===== src/rtl/render_scheduler.sv =====
// Frame-level triangle scheduler: clears buffers, then walks triangles through fetch/raster.
// Optional rasterizer watchdog enabled by defining RENDER_SCHED_TIMEOUT_EN.
module render_scheduler #(
    parameter int TRI_ADDR_WIDTH = 8,
    parameter int RASTER_TIMEOUT = 65535
) (
    input  logic                      clk,
    input  logic                      rst,
    input  logic                      frame_start,
    input  logic [TRI_ADDR_WIDTH-1:0] tri_count,
    output logic                      clear_req,
    input  logic                      fb_ready,
    input  logic                      db_ready,
    output logic [TRI_ADDR_WIDTH-1:0] tri_addr,
    output logic                      tri_fetch,
    output logic                      raster_start,
    input  logic                      raster_done,
    output logic                      busy,
    output logic                      frame_done,
    output logic [TRI_ADDR_WIDTH-1:0] tri_drawn,
    output logic                      timeout_err
);

    typedef enum logic [3:0] {
        IDLE        = 4'd0,
        CLEAR       = 4'd1,
        WAIT_CLEAR  = 4'd2,
        FETCH       = 4'd3,
        LOAD        = 4'd4,
        START       = 4'd5,
        WAIT_RASTER = 4'd6,
        NEXT        = 4'd7,
        DONE        = 4'd8
    } state_t;

    state_t                    state_r;
    state_t                    state_s;
    logic [TRI_ADDR_WIDTH-1:0] count_r;
    logic [TRI_ADDR_WIDTH-1:0] count_s;
    logic [TRI_ADDR_WIDTH-1:0] addr_s;
    logic [TRI_ADDR_WIDTH-1:0] drawn_s;
    logic                      wait_armed_r;
    logic                      last_s;
    logic                      timeout_hit_s;

    assign last_s = (tri_addr == (count_r - TRI_ADDR_WIDTH'(1)));

`ifdef RENDER_SCHED_TIMEOUT_EN
    localparam int                TMO_W    = $clog2(RASTER_TIMEOUT + 1);
    localparam logic [TMO_W-1:0]  TMO_LAST = TMO_W'(RASTER_TIMEOUT - 1);

    logic [TMO_W-1:0] tmo_cnt_r;

    assign timeout_hit_s = (state_r == WAIT_RASTER) && (tmo_cnt_r == TMO_LAST);

    // Watchdog: counts cycles spent in WAIT_RASTER, restarting on every entry
    always_ff @(posedge clk) begin
        if (rst || (state_r != WAIT_RASTER)) begin
            tmo_cnt_r <= '0;
        end else begin
            tmo_cnt_r <= tmo_cnt_r + TMO_W'(1);
        end
    end

    // Sticky error flag, only cleared by reset or a newly accepted frame
    always_ff @(posedge clk) begin
        if (rst) begin
            timeout_err <= 1'b0;
        end else if ((state_r == IDLE) && frame_start) begin
            timeout_err <= 1'b0;
        end else if (timeout_hit_s && !raster_done) begin
            timeout_err <= 1'b1;
        end
    end
`else
    logic unused_timeout_cfg;

    assign unused_timeout_cfg = (RASTER_TIMEOUT > 0);
    assign timeout_hit_s      = 1'b0;
    assign timeout_err        = 1'b0;
`endif

    // Next-state and next-datapath decode
    always_comb begin
        state_s = state_r;
        count_s = count_r;
        addr_s  = tri_addr;
        drawn_s = tri_drawn;
        case (state_r)
            IDLE: begin
                if (frame_start) begin
                    state_s = CLEAR;
                    count_s = tri_count;
                    addr_s  = '0;
                    drawn_s = '0;
                end else begin
                    state_s = IDLE;
                end
            end
            CLEAR:      state_s = WAIT_CLEAR;
            // First WAIT_CLEAR cycle is skipped so stale ready levels cannot short-circuit the clear
            WAIT_CLEAR: begin
                if (wait_armed_r && fb_ready && db_ready) begin
                    state_s = (count_r == '0) ? DONE : FETCH;
                end else begin
                    state_s = WAIT_CLEAR;
                end
            end
            FETCH:      state_s = LOAD;
            LOAD:       state_s = START;
            START:      state_s = WAIT_RASTER;
            WAIT_RASTER: begin
                if (raster_done || timeout_hit_s) begin
                    state_s = NEXT;
                end else begin
                    state_s = WAIT_RASTER;
                end
            end
            NEXT: begin
                drawn_s = tri_drawn + TRI_ADDR_WIDTH'(1);
                if (last_s) begin
                    state_s = DONE;
                end else begin
                    addr_s  = tri_addr + TRI_ADDR_WIDTH'(1);
                    state_s = FETCH;
                end
            end
            DONE:       state_s = IDLE;
            default:    state_s = IDLE;
        endcase
    end

    // State, datapath and registered output strobes decoded from the next state
    always_ff @(posedge clk) begin
        if (rst) begin
            state_r      <= IDLE;
            count_r      <= '0;
            tri_addr     <= '0;
            tri_drawn    <= '0;
            wait_armed_r <= 1'b0;
            busy         <= 1'b0;
            clear_req    <= 1'b0;
            tri_fetch    <= 1'b0;
            raster_start <= 1'b0;
            frame_done   <= 1'b0;
        end else begin
            state_r      <= state_s;
            count_r      <= count_s;
            tri_addr     <= addr_s;
            tri_drawn    <= drawn_s;
            wait_armed_r <= (state_r == WAIT_CLEAR);
            busy         <= (state_s != IDLE);
            clear_req    <= (state_s == CLEAR);
            tri_fetch    <= (state_s == FETCH);
            raster_start <= (state_s == START);
            frame_done   <= (state_s == DONE);
        end
    end

endmodule


===== config.mk =====
export PLATFORM = sky130hd
export DESIGN_NAME = render_scheduler
export DESIGN_NICKNAME = d
export VERILOG_FILES = /design/src/rtl/render_scheduler.sv
export SDC_FILE = /design/constraint.sdc
export NUM_CORES = 1
export LEC_CHECK = 0
export BUFFER_PORTS_ARGS = -buffer_cell sky130_fd_sc_hd__buf_4
export CORE_AREA = 2 2 80 82
export DETAILED_ROUTE_END_ITERATION = 7
export DIE_AREA = 0 0 82 84
export GPL_TIMING_DRIVEN = 0
export SLEW_MARGIN = 40
export SYNTH_ARGS = -nofsm -noshare
export SYNTH_HDL_FRONTEND = slang
export SYNTH_SLANG_ARGS = --single-unit
export TNS_END_PERCENT = 10

===== constraint.sdc =====
create_clock -name clk -period 3.5 [get_ports clk]
set_input_delay 0.525 -clock clk [delete_from_list [all_inputs] [get_ports clk]]
set_output_delay 0.525 -clock clk [all_outputs]
set_load 0.01 [all_outputs]

==> results of run 1 <==
==> registers in the layout, summed over array words and instances (netlist names) <==
name,count
busy,1
clear_req,1
count_r,8
frame_done,1
raster_start,1
state_r,4
tri_addr,8
tri_drawn,8
tri_fetch,1
wait_armed_r,1
==> layout by cell type (no fill, tap or decap), types with 2 or more instances in the layout <==
cell type,count
nor3_1,3
inv_1,3
buf_4,34
clkbuf_8,8
nand3_1,12
nand3b_1,2
nor3b_1,3
nand4_1,4
o21ai_1,6
nor4_2,2
clkbuf_1,6
xnor2_1,6
o21ai_0,4
a21oi_1,22
dfxtp_1,34
xor2_1,7
or3_1,7
or4_1,2
nand2b_1,2
nor2_1,23
o31ai_1,3
a311oi_1,2
or2_1,3
ha_1,4
and3_1,2
nand2_1,25
==> per-layer routing <==
layer / up-vias / wire [µm] / part of all wire [%] / track usage [%]
met5: - / 0 / 0 / 0
met1: 755 / 1943 / 48 / 15.82
met4: 0 / 97 / 2.4 / 5.606
li1: 817 / - / - / -
met3: 11 / 185 / 4.5 / 4.437
met2: 29 / 1864 / 46 / 19.88
==> layout make-up <==
cell class | instances | area share (%)
buffer | 9 | 2.058
multi-input combinational | 162 | 45.40
inverter | 4 | 0.6861
timing repair buffer | 33 | 11.32
clock buffer | 8 | 5.031
tap | 77 | 4.403
sequential | 34 | 31.10
==> tightest hold or removal path, cell delays in order <==
cell	delay [ns]
buf_4	0.11
nand2_1	0.04
a21oi_1	0.05
==> power by group through the flow <==
stage,Combinational (mW),Sequential [mW],Clock (mW)
floorplan,0.132,0.426,0
global placement,0.179,0.426,0
detailed placement,0.182,0.427,0
CTS,0.183,0.418,0.349
global route,0.201,0.420,0.366
finish,0.182,0.418,0.338
==> worst paths after layout <==
check | endpoint | depth (start not counted) | startpoint
worst max-delay path | tri_addr[5] | 8 | state_r[1]
worst max register to register | tri_addr[5] | 8 | state_r[1]
worst min register to register | count_r[7] | 2 | count_r[7]
worst min-delay path | count_r[0] | 3 | tri_count[0]
==> cells by family after synthesis <==
family	after synthesis	synth area share [%]
buf+inv	13	3.463
xor+xnor	14	8.153
compound gates	43	15.15
fa+ha+maj	4	2.886
mux	2	1.227
flops	34	39.25
simple gates	98	29.65
other cells	1	0.2162
==> impl_results.md, run 1 <==
* Crit Path Category: reg2reg
* Max clock buf depth at 2
* GP Congestion at 0.8486
* Most common cell in the netlist: dfxtp_1
* Worst VDD drop at 166.8 µV
* Hold WS at 0.4806 ns
* Core area at 0.006096 mm²
* Synth Instances at between 200 and 250
* Share of cells above drive strength 1 at 20.80%
* Setup violators final at 0
* Final #Nets at 267
* CP bufs+invs at 2
* Worst path cell trace: clkbuf_1 > nand2_1 > nor3b_2 > o21ai_1 > nor4_2 > buf_6 > o21ai_0 > a21oi_1
* Max stage delay on crit path at 0.53 ns
* Final hold violation count at 0
* Final core occ at 35.90%
* Synth cell count leaders: dfxtp_1 (34), nand2_1 (25), nor2_1 (23), a21oi_1 (22), nand3_1 (12)
* Post-synth top area cell: dfxtp_1
* Clk Latency, worst-skew pair at 0.28 ns
* Vias per Instance at just under 5
* CP delay by family, top: simple AND/OR/NAND/NOR gates
* F_max at 412.1 MHz
* Slowest CP cell: nor3b_2
* Total routed wirelength at 4090 µm
* Switching Share at 27.46%
* Gr ovfl total at 0
* Most used DFF post-synth: dfxtp_1
* Diode count at 0
* Layout Cells excl Fill at 327
* FILL cells at 658
* Post-CTS setup repair buffer count at 0
* DRC at 0
* Max FO, Critical Path at 10
* WP data arrival at between 2 and 3 ns
* Startpoint Class: register
* Clock Tree Root: clkbuf_8
* Slew at the pin closest to its max-slew limit at 0.5924 ns
* I/O Buffers at 33
* Final TNS setup at 0 ns
* CTS tree: done
* Worst hold path type: in2reg
* CTS resizes at 0
* Die area at 0.006888 mm²
* DR WL/cell at 12.51 µm
* Cell row count at 29
* Inserted Clock Buffers at 5
* Gate power share at 19.4%
* Post-synthesis cell type count at 46
* WP data required at 3.71 ns
* DR iter-0 viols at 84
* Antenna violations before repair at 0
* Area grow syn2layout at 26.19%
* Clock power share at between 30% and 40%
* Clock-pin slew on the worst setup and hold paths at 0.07 ns
* Die Y-Extent at around 84 µm
* Slew HR at around three fifths
* Status: completed
* Critical path capture point type: register
* Place WS at 1.124 ns
* DP Cell Count at 319
* Syn Nets at 227
* Top post-synthesis cells by area: dfxtp_1 (39%), a21oi_1 (6.3%), nand2_1 (5.4%)
* Max-slew violations at 0
* Ys async rst share at 0%
* Clock Skew at between 0.003 and 0.004 ns
* CTS sink count at 34
* Router iterations before antenna repair at 4
* Reg-to-reg slack, setup at between 1 and 1.5 ns
* Max cap viols at 0
* Leak at between 0.8 and 0.9 nW
* Synth top area share at 39.25%
* Synth warn at 0
* Via Count at 1612
* Mapped Area at 0.001734 mm²
* Overall power after layout at 0.9378 mW
* Vias in the first global route at 1517
* Reg area at 680.7 µm²
* Syn Area/Cell at 8.297 µm²
* Starting density of the core at approximately 28%
* RSZ-0062 raised after global routing: false
* Multi-input logic area at 993.5 µm²
* Int Pwr at 0.6803 mW
* Post-placement cell area at ~0.0021 mm²
* H-tree depth at 2
* Chip width at between 80 and 90 µm
* Synthesis-stage register bit count at 34
* GRT Total Usage at 12.82%
* Post-route setup slack at 1.073 ns
* DP HPWL at 3053 µm
* Sequential share of the synthesized area at 39.25%
* Global-route wire length before repair at 6879 µm
* Final ANT Viol Nets at 0
* Post-CTS Hold Buffers at 0
* Pin count of the biggest net entering global routing at 11
* Tcrit/Tclk final at approximately 69%
* Sequential share of power at 44.5%
* Psw at 0.2575 mW
* Post-route cell area at 0.002188 mm²
* Min Clock Period, post-route at approximately 2.4 ns
* IO Count at 36
* Number of flops mapped to enable cells by yosys at 0
* Total power divided by cell area at about 430 mW/mm²
Power figures use the tool's default switching activity.
==> inputs of run 2 (changes only) <==
==> constraint.sdc (replaced) <==
create_clock -name clk -period 2.1 [get_ports clk]
set_input_delay 0.315 -clock clk [delete_from_list [all_inputs] [get_ports clk]]
set_output_delay 0.315 -clock clk [all_outputs]
set_load 0.01 [all_outputs]
==> run 2 against run 1 <==
  * The run now ends with negative setup slack left
  * Worst setup slack lost 1.2 ns
  * Die area is the same
  * Final area grew 10%
  * Largest power group unchanged
  * Final cell count grew 4.3%
  * Global-route usage grew 0.42 points
  * Largest cell class unchanged
  * Sequential share of layout area shrank 2.2 points
  * Total power grew 73%
  * First-iteration DRC count shrank 9.5%
  * Sequential power grew 67%
==> impl_results.md, run 2 (synthesis gave the netlist of run 1 again) <==
* Status: finished, violations left (was completed)
* Violated checks: negative setup slack
* IO Count at 36 (unchanged)
* Tcrit/Tclk final at 103.7% (was 69.33%)
* Max-slew violations at 0 (unchanged)
* Place WS at -0.2757 ns (was 1.124 ns)
* Total power divided by cell area at 671.7 mW/mm² (was 428.6 mW/mm²)
* Startpoint Class: register (unchanged)
* Diode count at 0 (unchanged)
* Max clock buf depth at 2 (unchanged)
* GP Congestion at 0.8486 (unchanged)
* Int Pwr at 1.159 mW (was 0.6803 mW)
* Max cap viols at 0 (unchanged)
* DR WL/cell at 12.80 µm (was 12.51 µm)
* Starting density of the core at 28.45% (unchanged)
* WP data required at 2.32 ns (was 3.71 ns)
* DP HPWL at 3053 µm (unchanged)
* Final hold violation count at 0 (unchanged)
* Most common cell after layout, fill and taps aside: buf_4
* Clock Skew at 0.006365 ns (was 0.003852 ns)
* Post-CTS Hold Buffers at 0 (unchanged)
* Die area at 0.006888 mm² (unchanged)
* FILL cells at 630 (was 658)
* Post-placement cell area at 0.002078 mm² (unchanged)
* Min Clock Period, post-route at 2.177 ns (was 2.427 ns)
* Core area at 0.006096 mm² (unchanged)
* Most frequent cells in the layout: buf_4 (49), dfxtp_1 (28), nand2_1 (25) (was buf_4 (34), dfxtp_1 (34), nand2_1 (25))
* H-tree depth at 2 (unchanged)
* CTS sink count at 34 (unchanged)
* Setup violators final at 7 (was 0)
* Global-route wire length before repair at 7141 µm (was 6879 µm)
* Slowest CP cell: nor4_4 (was nor3b_2)
* Reg-to-reg critical path startpoint: state_r[1] (unchanged)
* Chip width at 82 µm (unchanged)
* I/O Buffers at 33 (unchanged)
* Pin count of the biggest net entering global routing at 11 (unchanged)
* Slew at the pin closest to its max-slew limit at 0.6096 ns (was 0.5924 ns)
* Post-route cell area at 0.002410 mm² (was 0.002188 mm²)
* F_max at 459.4 MHz (was 412.1 MHz)
* Final #Nets at 281 (was 267)
* Share of cells above drive strength 1 at 32.58% (was 20.80%)
* Worst VDD drop at 297.5 µV (was 166.8 µV)
* Vias per Instance at 4.883 (was 4.930)
* WP data arrival at 2.39 ns (was 2.64 ns)
* Gate power share at 22.0% (was 19.4%)
* Vias in the first global route at 1570 (was 1517)
* DRC at 0 (unchanged)
* Leak at 0.9411 nW (was 0.8405 nW)
* Crit Path Category: reg2reg (unchanged)
* Total routed wirelength at 4364 µm (was 4090 µm)
* Cell row count at 29 (unchanged)
* Switching Share at 28.40% (was 27.46%)
* Max FO, Critical Path at 7 (was 10)
* Die Y-Extent at 84 µm (unchanged)
* Inserted Clock Buffers at 5 (unchanged)
* Worst hold path type: in2reg (unchanged)
* Critical path capture point type: register (unchanged)
* Final ANT Viol Nets at 0 (unchanged)
* Multi-input logic area at 0.001089 mm² (was 993.5 µm²)
* CP Launch Point: state_r[1] (unchanged)
* DR iter-0 viols at 76 (was 84)
* Clock power share at 34.9% (was 36.1%)
* Post-route setup slack at -0.07681 ns (was 1.073 ns)
* Router iterations before antenna repair at 4 (unchanged)
* RSZ-0062 raised after global routing: true (was false)
* Sequential share of power at 43.1% (was 44.5%)
* Regs by FF count: count_r x8, tri_addr x8, tri_drawn x8 (unchanged)
* Area grow syn2layout at 38.96% (was 26.19%)
* Worst path cell trace: clkbuf_1 > nand2_1 > nor3b_4 > o21ai_2 > nor4_4 > buf_4 > o21ai_1 > a21oi_1 (was clkbuf_1 > nand2_1 > nor3b_2 > o21ai_1 > nor4_2 > buf_6 > o21ai_0 > a21oi_1)
* CTS tree: done (unchanged)
* Slew HR at 59.21% (was 60.18%)
* Via Count at 1665 (was 1612)
* Gr ovfl total at 0 (unchanged)
* Clock Tree Root: clkbuf_8 (unchanged)
* GRT Total Usage at 13.24% (was 12.82%)
* Clock-pin slew on the worst setup and hold paths at 0.07 ns (about the same)
* Reg area at 695.7 µm² (was 680.7 µm²)
* Antenna violations before repair at 0 (unchanged)
* Hold Crit Start: tri_count[3] (was tri_count[0])
* Psw at 0.4598 mW (was 0.2575 mW)
* Clk Latency, worst-skew pair at 0.29 ns (was 0.28 ns)
* Max stage delay on crit path at 0.40 ns (was 0.53 ns)
-- run 2: stage by stage --
step | TNS [ns] | cells | utilization, % | power (mW) | hold slack, ns
2_1_floorplan | 0 | 209 | - | 0.9299 | 0.4510
3_3_place_gp | -2.285 | 319 | 34.09 | 1.008 | 0.4720
3_5_place_dp | -2.637 | 319 | 34.09 | 1.014 | 0.4820
4_1_cts | -0.05855 | 334 | 37.83 | 1.611 | 0.2576
5_1_grt | -1.465 | 341 | 39.53 | 1.703 | 0.2677
6_report | -0.3012 | 341 | 39.53 | 1.619 | 0.2658
-- run 2: final timing paths --
| kind | slack, ns | cells past startpoint | to |
|---|---|---|---|
| worst max register to register | -0.08 | 8 | tri_addr[0] |
| worst min-delay path | 0.27 | 3 | count_r[3] |
| worst min register to register | 0.48 | 2 | count_r[1] |
| worst max-delay path | -0.08 | 8 | tri_addr[0] |
-- run 2: power by group through the flow --
stage	clock (mW)	sequential [mW]	combinational, mW
finish	0.566	0.698	0.355
global route	0.610	0.702	0.391
CTS	0.582	0.695	0.334
detailed placement	0	0.711	0.303
global placement	0	0.710	0.298
floorplan	0	0.710	0.220
-- run 2: what timing repair did --
action / CTS / global route
gates resized for setup: 16 / 15
setup endpoints to repair: 12 / 14
buffers inserted: 7 / 7
pin swaps: 21 / 11
gates cloned: 1 / 0
-- run 2: layout make-up --
type	count	area share [%]
buffer	8	1.713
clock buffer	8	4.569
inverter	4	0.7269
multi-input combinational	162	45.17
sequential	34	28.87
tap	77	3.998
timing repair buffer	48	14.95
-- run 2: layer usage --
layer	global-route usage (%)	share of wire, %
met1	16.15	45
met2	20.77	49
met3	4.437	4.8
met4	5.909	1.6
met5	0	0
-- run 2: critical path, delay by kind of cell (launching register included) --
family	cells	cell delay (ns)
flops	1	0.31
buf+inv	2	0.48
compound gates	3	0.34
simple gates	3	0.97
==> inputs of run 3 (changes only) <==
--- a/config.mk
+++ b/config.mk
@@ -5,10 +5,11 @@
 export SDC_FILE = /design/constraint.sdc
 export NUM_CORES = 1
 export LEC_CHECK = 0
+export ABC_AREA = 1
 export BUFFER_PORTS_ARGS = -buffer_cell sky130_fd_sc_hd__buf_4
-export CORE_AREA = 2 2 80 82
+export CORE_AREA = 2 2 83 85
 export DETAILED_ROUTE_END_ITERATION = 7
-export DIE_AREA = 0 0 82 84
+export DIE_AREA = 0 0 85 87
 export GPL_TIMING_DRIVEN = 0
 export SLEW_MARGIN = 40
 export SYNTH_ARGS = -nofsm -noshare
==> run 3 against run 2 <==
  * The flow now finishes without violations
  * Total power up 11%
  * Sequential share of layout area down 0.34 points
  * First-iteration DRC count up 42%
  * Synthesized area up 9.7%
  * Sequential cell count unchanged
  * Final cell count up 21%
  * Wire length up 8.0%
  * Via count up 15%
  * Sequential power up 6.0%
  * Synthesized cell count up 38%
  * Critical path depth up 6
  * Critical endpoint is now tri_addr[4]
==> impl_results.md, run 3 <==
* Die Y-Extent at 87 µm (was 84 µm)
* Clock Tree Root: clkbuf_8 (unchanged)
* Number of flops mapped to enable cells by yosys at 0 (unchanged)
* Status: completed (was finished, violations left)
* CP delay by family, top: simple AND/OR/NAND/NOR gates (unchanged)
* Most frequent cells in the layout: nand2_1 (74), buf_4 (37), inv_1 (36) (was buf_4 (49), dfxtp_1 (28), nand2_1 (25))
* Adder-cell share of the synthesized area at 2.630% (was 2.886%)
* Startpoint Class: register (unchanged)
* Post-synthesis cell type count at 31 (was 46)
* Chip width at 85 µm (was 82 µm)
* Slew at the pin closest to its max-slew limit at 0.5246 ns (was 0.6096 ns)
* Clk Latency, worst-skew pair at 0.28 ns (was 0.29 ns)
* H-tree depth at 2 (unchanged)
* Starting density of the core at 28.97% (was 28.45%)
* Synth warn at 0 (unchanged)
* FILL cells at 687 (was 630)
* Synth Instances at 289 (was 209)
* IO Count at 36 (unchanged)
* Slew HR at 65.03% (was 59.21%)
* Synth cell count leaders: nand2_1 (74), inv_1 (36), dfxtp_1 (34), nor2_1 (30), a21oi_1 (25) (was dfxtp_1 (34), nand2_1 (25), nor2_1 (23), a21oi_1 (22), nand3_1 (12))
* Die area at 0.007395 mm² (was 0.006888 mm²)
* Slowest CP cell: dfxtp_1 (was nor4_4)
* Most used DFF post-synth: dfxtp_1 (unchanged)
* Top post-synthesis cells by area: dfxtp_1 (36%), nand2_1 (15%), inv_1 (7.1%) (was dfxtp_1 (39%), a21oi_1 (6.3%), nand2_1 (5.4%))
* CP most frequent cell: nand2_1
* Core area at 0.006569 mm² (was 0.006096 mm²)
* I/O Buffers at 34 (was 33)
* Worst VDD drop at 342.3 µV (was 297.5 µV)
* DR iter-0 viols at 108 (was 76)
* Synth top area share at 35.77% (was 39.25%)
* DRC at 0 (unchanged)
* Max clock buf depth at 2 (unchanged)
* Final hold violation count at 0 (unchanged)
* Min Clock Period, post-route at 1.883 ns (was 2.177 ns)
* GRT Total Usage at 13.10% (was 13.24%)
* Most common cell in the netlist: nand2_1 (was dfxtp_1)
* Clock-pin slew on the worst setup and hold paths at 0.07 ns (about the same)
* Diode count at 0 (unchanged)
* Compound-Gate Fraction of Synth Area at 12.95% (was 15.15%)
* Critical path capture point type: register (unchanged)
* Cell row count at 30 (was 29)
* RSZ-0062 raised after global routing: false (was true)
* Leak at 1.041 nW (was 0.9411 nW)
* Router iterations before antenna repair at 4 (unchanged)
* Tcrit/Tclk final at 89.66% (was 103.7%)
* Area grow syn2layout at 25.38% (was 38.96%)
* Largest family of logic cells by synthesized area: simple AND/OR/NAND/NOR gates (unchanged)
* CP bufs+invs at 3 (was 2)
* Final #Nets at 350 (was 281)
* CTS sink count at 34 (unchanged)
* Sequential share of the synthesized area at 35.77% (was 39.25%)
* Final TNS setup at 0 ns (was -0.3012 ns)
* Global-route wire length before repair at 7900 µm (was 7141 µm)
* Max cap viols at 0 (unchanged)
* Crit Path Category: reg2reg (unchanged)
* Post-route setup slack at 0.2171 ns (was -0.07681 ns)
* DP HPWL at 3573 µm (was 3053 µm)
* Max-slew violations at 0 (unchanged)
* Total power divided by cell area at 750.3 mW/mm² (was 671.7 mW/mm²)
* Setup violators final at 0 (was 7)
* DR WL/cell at 11.41 µm (was 12.80 µm)
* Via Count at 1912 (was 1665)
* Syn Area/Cell at 6.585 µm² (was 8.297 µm²)
* GP Congestion at 0.7969 (was 0.8486)
* Worst path cell trace: inv_1 > ha_1 > inv_1 > nand2_1 > nand2_1 > nor2_2 > nand2_1 > nor2_2 > nand2_1 > nor2_4 > nand3_4 > buf_12 > nand3_1 > a21oi_1 (was clkbuf_1 > nand2_1 > nor3b_4 > o21ai_2 > nor4_4 > buf_4 > o21ai_1 > a21oi_1)
* Vias in the first global route at 1798 (was 1570)
* Inserted Clock Buffers at 5 (unchanged)
* WP data required at 2.25 ns (was 2.32 ns)
* Syn Nets at 307 (was 227)
* Total routed wirelength at 4711 µm (was 4364 µm)
* Antenna violations before repair at 0 (unchanged)
* F_max at 531.1 MHz (was 459.4 MHz)
* Overall power after layout at 1.790 mW (was 1.619 mW)
* Max stage delay on crit path at 0.33 ns (was 0.40 ns)
* Gr ovfl total at 0 (unchanged)
* Regs by FF count: count_r x8, tri_addr x8, tri_drawn x8 (unchanged)
* Post-synth top area cell: dfxtp_1 (unchanged)
* Synth Area in XOR/XNOR at 4.142% (was 8.153%)
* Vias per Instance at 4.630 (was 4.883)
* Max FO, Critical Path at 6 (was 7)
* Worst hold path type: in2reg (unchanged)
* WP data arrival at 2.03 ns (was 2.39 ns)
* Post-synthesis mux area share at 0% (was 1.227%)
* Most common cell after layout, fill and taps aside: nand2_1 (was buf_4)
* Share of cells above drive strength 1 at 18.32% (was 32.58%)
* Ys async rst share at 0% (unchanged)
* Final ANT Viol Nets at 0 (unchanged)
* Synth Area in Simple Gates at 34.52% (was 29.65%)
* Synthesis-stage register bit count at 34 (unchanged)
* CTS tree: done (unchanged)
* Clock Skew at 0.007038 ns (was 0.006365 ns)
* Mapped Area at 0.001903 mm² (was 0.001734 mm²)
* Place WS at 0.2155 ns (was -0.2757 ns)
* Pin count of the biggest net entering global routing at 11 (unchanged)
run 3: per-layer routing:
metal / up-vias / wire [µm] / track usage, % / part of all wire, %
met5: - / 0 / 0 / 0
met4: 0 / 13 / 2.597 / 0.28
met3: 2 / 149 / 3.033 / 3.2
met2: 30 / 2358 / 23.15 / 50
met1: 874 / 2190 / 16.36 / 46
li1: 1006 / - / - / -
run 3: timing repair:
action,in CTS,in global routing
setup endpoints to repair,0,5
hold buffers,0,0
gates resized for setup,0,2
buffers inserted,0,2
run 3: worst reg2reg max path, delay by kind of cell, from the launching register on:
| family | cells | cell delay, ns |
|---|---|---|
| simple gates | 9 | 0.77 |
| flops | 1 | 0.33 |
| fa+ha+maj | 1 | 0.30 |
| buf+inv | 3 | 0.29 |
| compound gates | 1 | 0.07 |
run 3: through the flow:
stage               util (%)  instances  instance area, µm²  hold WS (ns)
floorplan                  -        289                1903        0.4408
global placement       34.38        403                2258        0.4620
detailed placement     34.38        403                2258        0.4585
CTS                    35.77        411                2350        0.3155
global route           36.32        413                2386        0.3186
finish                 36.32        413                2386        0.3175
run 3: cells by family after synthesis:
kind of cell | count (synthesis)
other | 1
xor gates and xnor gates | 9
adders and majority gates | 4
and+or+nand+nor | 148
DFF | 34
buffers and inverters | 47
AOI/OAI and AO/OA | 46
run 3: area by class of cell:
class	instances	area, µm²	share of cell area, %
clock inverters	1	5.005	0.2098
clock buffers	7	86.33	3.618
well taps	80	100.1	4.195
plain buffers	9	43.79	1.835
repair buffers	36	282.8	11.85
inverters	38	142.6	5.978
multi-input cells	208	1045	43.79
flip-flops and latches	34	680.7	28.53
run 3: where the power goes:
part / switching (mW) / total, mW / internal [mW]
Clock: 0.232 / 0.497 / 0.265
Sequential: 0.0416 / 0.740 / 0.698
Combinational: 0.356 / 0.554 / 0.198
run 3: worst paths after layout:
path | start | endpoint | slack (ns) | cells after the start
worst min-delay path | tri_count[5] | count_r[5] | 0.32 | 3
worst max register to register | count_r[1] | tri_addr[4] | 0.22 | 14
worst min register to register | state_r[3] | raster_start | 0.47 | 1
worst max-delay path | count_r[1] | tri_addr[4] | 0.22 | 14
